<file path="config.mk">
export PLATFORM = sky130hd
export DESIGN_NAME = alu
export DESIGN_NICKNAME = d
export VERILOG_FILES = /design/src/rtl/alu_pkg.sv /design/src/rtl/alu_core.sv /design/src/rtl/alu.sv
export SDC_FILE = /design/constraint.sdc
export NUM_CORES = 1
export LEC_CHECK = 0
export ABC_CLOCK_PERIOD_IN_PS = 8189
export CORE_UTILIZATION = 54
export CTS_CLUSTER_DIAMETER = 30
export DETAILED_ROUTE_END_ITERATION = 7
export PLACE_DENSITY = 0.95
export SLEW_MARGIN = 20
export SYNTH_ARGS = -nofsm -noshare
export SYNTH_HDL_FRONTEND = slang
export SYNTH_HIERARCHICAL = 1
export SYNTH_SLANG_ARGS = --single-unit
</file>
<file path="constraint.sdc">
create_clock -name clk -period 8.19 [get_ports clk]
set_input_delay 1.638 -clock clk [delete_from_list [all_inputs] [get_ports clk]]
set_output_delay 1.638 -clock clk [all_outputs]
set_load 0.05 [all_outputs]
</file>
<file path="src/rtl/alu_pkg.sv">
// Shared types, canonical control codes and a reference model for the Hack-style ALU.
package alu_pkg;

  localparam int ALU_REF_WIDTH = 16;
  localparam int ALU_CTRL_BITS = 6;

  // Field order matches the textbook {zx,nx,zy,ny,f,no} code, zx in the MSB.
  typedef struct packed {
    logic zx;
    logic nx;
    logic zy;
    logic ny;
    logic f;
    logic no;
  } alu_ctrl_t;

  localparam alu_ctrl_t ALU_ZERO      = 6'b101010;
  localparam alu_ctrl_t ALU_ONE       = 6'b111111;
  localparam alu_ctrl_t ALU_NEG1      = 6'b111010;
  localparam alu_ctrl_t ALU_X         = 6'b001100;
  localparam alu_ctrl_t ALU_Y         = 6'b110000;
  localparam alu_ctrl_t ALU_NOT_X     = 6'b001101;
  localparam alu_ctrl_t ALU_NOT_Y     = 6'b110001;
  localparam alu_ctrl_t ALU_NEG_X     = 6'b001111;
  localparam alu_ctrl_t ALU_NEG_Y     = 6'b110011;
  localparam alu_ctrl_t ALU_X_PLUS_1  = 6'b011111;
  localparam alu_ctrl_t ALU_Y_PLUS_1  = 6'b110111;
  localparam alu_ctrl_t ALU_X_MINUS_1 = 6'b001110;
  localparam alu_ctrl_t ALU_Y_MINUS_1 = 6'b110010;
  localparam alu_ctrl_t ALU_X_PLUS_Y  = 6'b000010;
  localparam alu_ctrl_t ALU_X_MINUS_Y = 6'b010011;
  localparam alu_ctrl_t ALU_Y_MINUS_X = 6'b000111;
  localparam alu_ctrl_t ALU_X_AND_Y   = 6'b000000;
  localparam alu_ctrl_t ALU_X_OR_Y    = 6'b010101;

  // Straight-line model of the conditioning pipeline at the default width.
  function automatic logic [ALU_REF_WIDTH-1:0] alu_ref(
    input logic [ALU_REF_WIDTH-1:0] x,
    input logic [ALU_REF_WIDTH-1:0] y,
    input alu_ctrl_t                c
  );
    logic [ALU_REF_WIDTH-1:0] xa;
    logic [ALU_REF_WIDTH-1:0] ya;
    logic [ALU_REF_WIDTH-1:0] r;
    xa = c.zx ? '0 : x;
    if (c.nx) xa = ~xa;
    ya = c.zy ? '0 : y;
    if (c.ny) ya = ~ya;
    r = c.f ? (xa + ya) : (xa & ya);
    if (c.no) r = ~r;
    return r;
  endfunction

endpackage

</file>
<file path="src/rtl/alu_core.sv">
// Combinational ALU datapath: operand zero/invert, add-or-and select, result invert.
// Zero latency, no flow control.
module alu_core
  import alu_pkg::*;
#(
  parameter int WIDTH = 16
) (
  input  logic [WIDTH-1:0]         x,
  input  logic [WIDTH-1:0]         y,
  input  logic [ALU_CTRL_BITS-1:0] ctrl,
  output logic [WIDTH-1:0]         res
);

  alu_ctrl_t        c;
  logic [WIDTH-1:0] x1;
  logic [WIDTH-1:0] x2;
  logic [WIDTH-1:0] y1;
  logic [WIDTH-1:0] y2;
  logic [WIDTH-1:0] sum;
  logic [WIDTH-1:0] conj;
  logic [WIDTH-1:0] r;

  assign c = alu_ctrl_t'(ctrl);

  assign x1 = c.zx ? '0 : x;
  assign x2 = c.nx ? ~x1 : x1;
  assign y1 = c.zy ? '0 : y;
  assign y2 = c.ny ? ~y1 : y1;

  // Carry-out is intentionally dropped: arithmetic is modulo 2^WIDTH.
  assign sum  = x2 + y2;
  assign conj = x2 & y2;
  assign r    = c.f ? sum : conj;
  assign res  = c.no ? ~r : r;

endmodule

</file>
<file path="src/rtl/alu.sv">
// Registered Hack ALU with zero/negative flags; 1-cycle latency, one op per cycle.
// No backpressure: every in_valid beat is accepted and produced the next cycle.
module alu
  import alu_pkg::*;
#(
  parameter int WIDTH = 16
) (
  input  logic             clk,
  input  logic             rst,
  input  logic [WIDTH-1:0] x,
  input  logic [WIDTH-1:0] y,
  input  logic             zx,
  input  logic             nx,
  input  logic             zy,
  input  logic             ny,
  input  logic             f,
  input  logic             no,
  input  logic             in_valid,
  output logic [WIDTH-1:0] out,
  output logic             zr,
  output logic             ng,
  output logic             out_valid
);

  alu_ctrl_t        ctrl;
  logic [WIDTH-1:0] res;

  assign ctrl = '{zx: zx, nx: nx, zy: zy, ny: ny, f: f, no: no};

  alu_core #(
    .WIDTH (WIDTH)
  ) u_core (
    .x    (x),
    .y    (y),
    .ctrl (ctrl),
    .res  (res)
  );

  // Flags are registered alongside out so they always describe the held value.
  always_ff @(posedge clk) begin
    if (rst) begin
      out       <= '0;
      zr        <= 1'b1;
      ng        <= 1'b0;
      out_valid <= 1'b0;
    end else begin
      out_valid <= in_valid;
      if (in_valid) begin
        out <= res;
        zr  <= (res == '0);
        ng  <= res[WIDTH-1];
      end
    end
  end

endmodule

</file>
### After elaboration in Yosys (flattened, before gate mapping)

Index checks and enable logic that the tools add are counted.

* bits in registers: 19
* input bits: 41
* output and inout bits: 19
* logic and storage cells: 16

* add/subtract/negate cells: 1
* muxes and demuxes: 6
* bitwise logic cells: 4
* reduce and logical (&&, ||, !) cells: 1

Operator list (count)
* $mux 16: 6
* $not 16->16: 3
* $add 16x16->16: 1
* $and 16x16->16: 1
* $logic_not 16->1: 1

### Longest topological paths before layout

* depth after elaboration: 8
* depth in mapped cells: 14
* gate-level depth less buffers: 14

### Modules after synthesis

The synthesis kept the hierarchy.

By module, submodules not included
* alu_core: times used 1, cells each 212, area an instance 1667.8 µm², seq. area each 0.0 µm²
* alu: times used 1, cells each 64, area an instance 690.7 µm², seq. area each 360.3 µm²

### Worst setup path after synthesis

OpenSTA, ideal clock, no wires.

* kind: input port to flip-flop
* from: in nx
* to: reg zr
* setup time: 0.096 ns
* arrival time: 4.695 ns
* data required time: 8.094 ns
* slack: 3.400 ns
* stages: 14
* buffers on the path: 2
* path through: clkbuf_1 > clkbuf_1 > xnor2_1 > ha_1 > a21o_1 > nand3_4 > a21o_4 > a2111oi_4 > o21ai_1 > a31oi_1 > xnor2_1 > nor4b_4 > nand4_1 > o41ai_2

* word-level cells in the longest chain between the ends: 6
* elaborated cells between the ends (all ways): 7
* those cells by class: add/sub (1); mux (3); bitwise (2); reduce/logical (1)

RTL lines
* start, declared: RTL line alu.sv:13 `input logic nx,`
* $mux 16 *: RTL line alu_core.sv:26 `assign x2 = c.nx ? ~x1 : x1;`
* $add 16x16->16 / $and 16x16->16 (equally long branches): RTL line alu_core.sv:31, alu_core.sv:32
* $mux 16 *: RTL line alu_core.sv:33 `assign r = c.f ? sum : conj;`
* $not 16->16: RTL line alu_core.sv:34 `assign res = c.no ? ~r : r;`
* $mux 16 *: RTL line alu_core.sv:34
* net res[15]: RTL line alu.sv:26 `logic [WIDTH-1:0] res;`
* $logic_not 16->1 *: RTL line alu.sv:50 `zr <= (res == '0);`
* end signal, assigned: RTL line alu.sv:50
* end, declared: RTL line alu.sv:20 `output logic zr,`

Mark *: on every way through the listed nets, which the timed path passes. The rest lies on a longest branch.
A chain may end at the register's enable or synchronous reset.

### Final worst setup path

Ends and elaborated chain as after synthesis.

==> run summary <==
status: finished clean
DRC Markers: 0
Async SR Flop Fraction: 0%
fin. max-slew vios: 0
sequential share of power: 21.3%
worst slew pin tran: 1010 ps
post-CTS setup buffers: 0
hold crit path type: reg -> reg
CTS HTree Levels: 1
ANT cells: 0
Critical Path Source Type: input pin
Netlist cell types: 48
mux share of post-synthesis cell area: 12.4%
Yosys reg bits: 18
Resize count post-CTS: 0
Power Dens Cells: 170 nW/um^2
Final setup viols: 0
DIE AREA: 4640 sq um
top cells by area, synth: xnor2_1 20%, dfxtp_1 15%, mux2i_1 12%
synth-to-layout area growth: 25.1%
fmax: 182 MHz
area of the multi-input gates: 1880 sq um
gr ovfl total: 0
Final Cell Area: 2950 sq um
Cell Area, Synth: 2360 sq um
Synth Area in Compound Gates: 16.0%
final wirelength: 5.09 mm
worst-skew pair later-pin latency: 250 ps
Int Pwr: 278 uW
CTS Buf Count: 3
Main synth FF type: dfxtp_1
commonest non-fill, non-tap cell in the layout: clkdlybuf4s50_1
most frequent cells in the layout: 59 x clkdlybuf4s50_1, 55 x xnor2_1, 33 x nand2b_1
Area after DPL: 2910 sq um
Rows: 23
switching share of total power: 44.7%
adder-cell share of the synthesized area: 9.34%
combinational cell fraction of total power: 66.9%
vias: 2,021
Syn Nets: 334
Crit. End Element: register
proportion of power drawn by the clock network: 11.8%
largest net degree at the start of global routing: 24
hpwl dp: 4.32 mm
DRT antenna net count: 0
I/O pin count: 60
register area share after synthesis: 15.3%
Final Cycle Share: 67.1%
# fillers: 341
synthesis warning total: 6
NetSw: 224 uW
Synth Instances: 276
layout cells sized above 1: 5.59%
setup TNS: 0 ps
initial antenna violation count: 0
DR WL/cell: 13.7 microns
nets@finish: 382
Vias/cell: 5.43
Worst EP arrival: 5660 ps
Post-synth EDFFs: 0
Final Wtd Congestion: 0.936
simple-gate share of the synthesized area: 20.6%
clk sinks: 18
critical path required time: 8350 ps
XOR/XNOR Fraction of Synth Area: 21.5%
FF/Latch Area: 360 sq um
Tot GR Track Use: 24.8%
post-layout min period: 5500 ps
Starting Density: 57.7%
Pleak: 1.16 nW
max cap viols: 0
IO buf count: 59
RSZ-0062 raised after global routing: no
CTS hold repair buffers: 0
Synth top area share: 20.4%
Max clock buf depth: 2
Root Buffer: clkbuf_8
drt initial violations: 100
Hold Fails Final Rpt: 0
DIE WIDTH: 68.1 microns
worst-path fanout max: 16
Tot Pwr: 502 uW
syn_area_per_cell: 8.55 sq um
clk slew on worst S/H paths: 60 ps
CTS tree: built
main combinational cell family by area after synthesis: XOR/XNOR gates
post-synth top area cell: xnor2_1
peak supply drop: 0.0682 mV
final cell count without fillers: 372
chip height: 68.1 microns
Slew headroom: 32.3%
# placed instances: 369
Final Skew: 0 ps
first-pass GRT wire length: 8.89 mm
DR pass1 iterations: 4
core area: 4090 sq um
WS Path Type: in -> reg
vias in the first global route: 1,976
## routing by layer
| layer | vias up | wire [microns] | global-route usage (%) |
|---|---|---|---|
| met5 | - | 0 | 0 |
| met2 | 79 | 2460 | 45.0 |
| met4 | 0 | 116 | 9.90 |
| met1 | 891 | 2280 | 30.4 |
| li1 | 1041 | - | - |
| met3 | 10 | 230 | 1.00 |
## Yosys cell counts, types with 2 or more instances
cell type  count
a2111oi_4      2
a211oi_1       2
a21o_1         7
a21oi_1       13
a21oi_2        2
a31oi_1        2
buf_1          2
buf_4          2
buf_6          3
clkbuf_1       7
dfxtp_1       18
ha_1          16
inv_1          4
mux2i_1       28
nand2_1       11
nand2b_1      33
nand3_1        3
nand4_1        3
nor2_1        26
nor4_1         2
o21a_1         3
o21ai_0        3
o21ai_1        2
or3_1          2
xnor2_1       55
xor2_1         3
## layout make-up
type / instances / share of cell area, %
Timing Repair Buffer: 59 / 20.0
Tap cell: 50 / 2.12
Sequential cell: 18 / 12.2
Multi-Input combinational cell: 238 / 63.8
Inverter: 4 / 0.509
Clock buffer: 3 / 1.40
## worst paths after layout
path	startpoint	end	slack (ps)	cells past startpoint
worst max-delay path	nx	zr	2690	14
worst min-delay path	out[9]	out[9]	500	2
worst max register to register	zr	zr	7480	2
worst min register to register	out[9]	out[9]	500	2
## power by group through the flow
| stage | registers [mW] | logic [mW] | clock network (mW) |
|---|---|---|---|
| final | 0.107 | 0.336 | 0.0593 |
| after global routing | 0.108 | 0.366 | 0.0638 |
| after CTS | 0.107 | 0.335 | 0.0604 |
| after detailed placement | 0.109 | 0.334 | 0 |
| after global placement | 0.108 | 0.324 | 0 |
| after floorplan | 0.151 | 0.212 | 0 |
## state kept, by name, indices dropped and copies added (netlist names)
register and cells:
out 16, out_valid 1, zr 1
## worst max-delay path: stages
cell,delay (ps)
clkdlybuf4s50_1,1050
xnor2_1,230
ha_1,300
fa_1,420
a21o_1,220
a41oi_2,290
a2111oi_4,130
nor3_2,200
xnor2_1,160
mux2i_1,120
xnor2_1,210
nor4_1,290
nand4_1,180
o41ai_2,210
## logic make-up after synthesis
family / after synthesis
AOI/OAI and AO/OA: 47
DFF: 18
and+or+nand+nor: 87
muxes: 29
buffers and inverters: 20
adders and majority gates: 17
xor gates and xnor gates: 58
## stage by stage
stage          hold WS, ps  worst slack [ps]  util, %
6_report               496              2690     72.2
5_1_grt                523              2460     72.2
4_1_cts                499              2670     72.2
3_5_place_dp           491              2460     71.2
3_3_place_gp           466              2700     71.2
2_1_floorplan          737              3400        -
(Power assumes the default switching activity.)
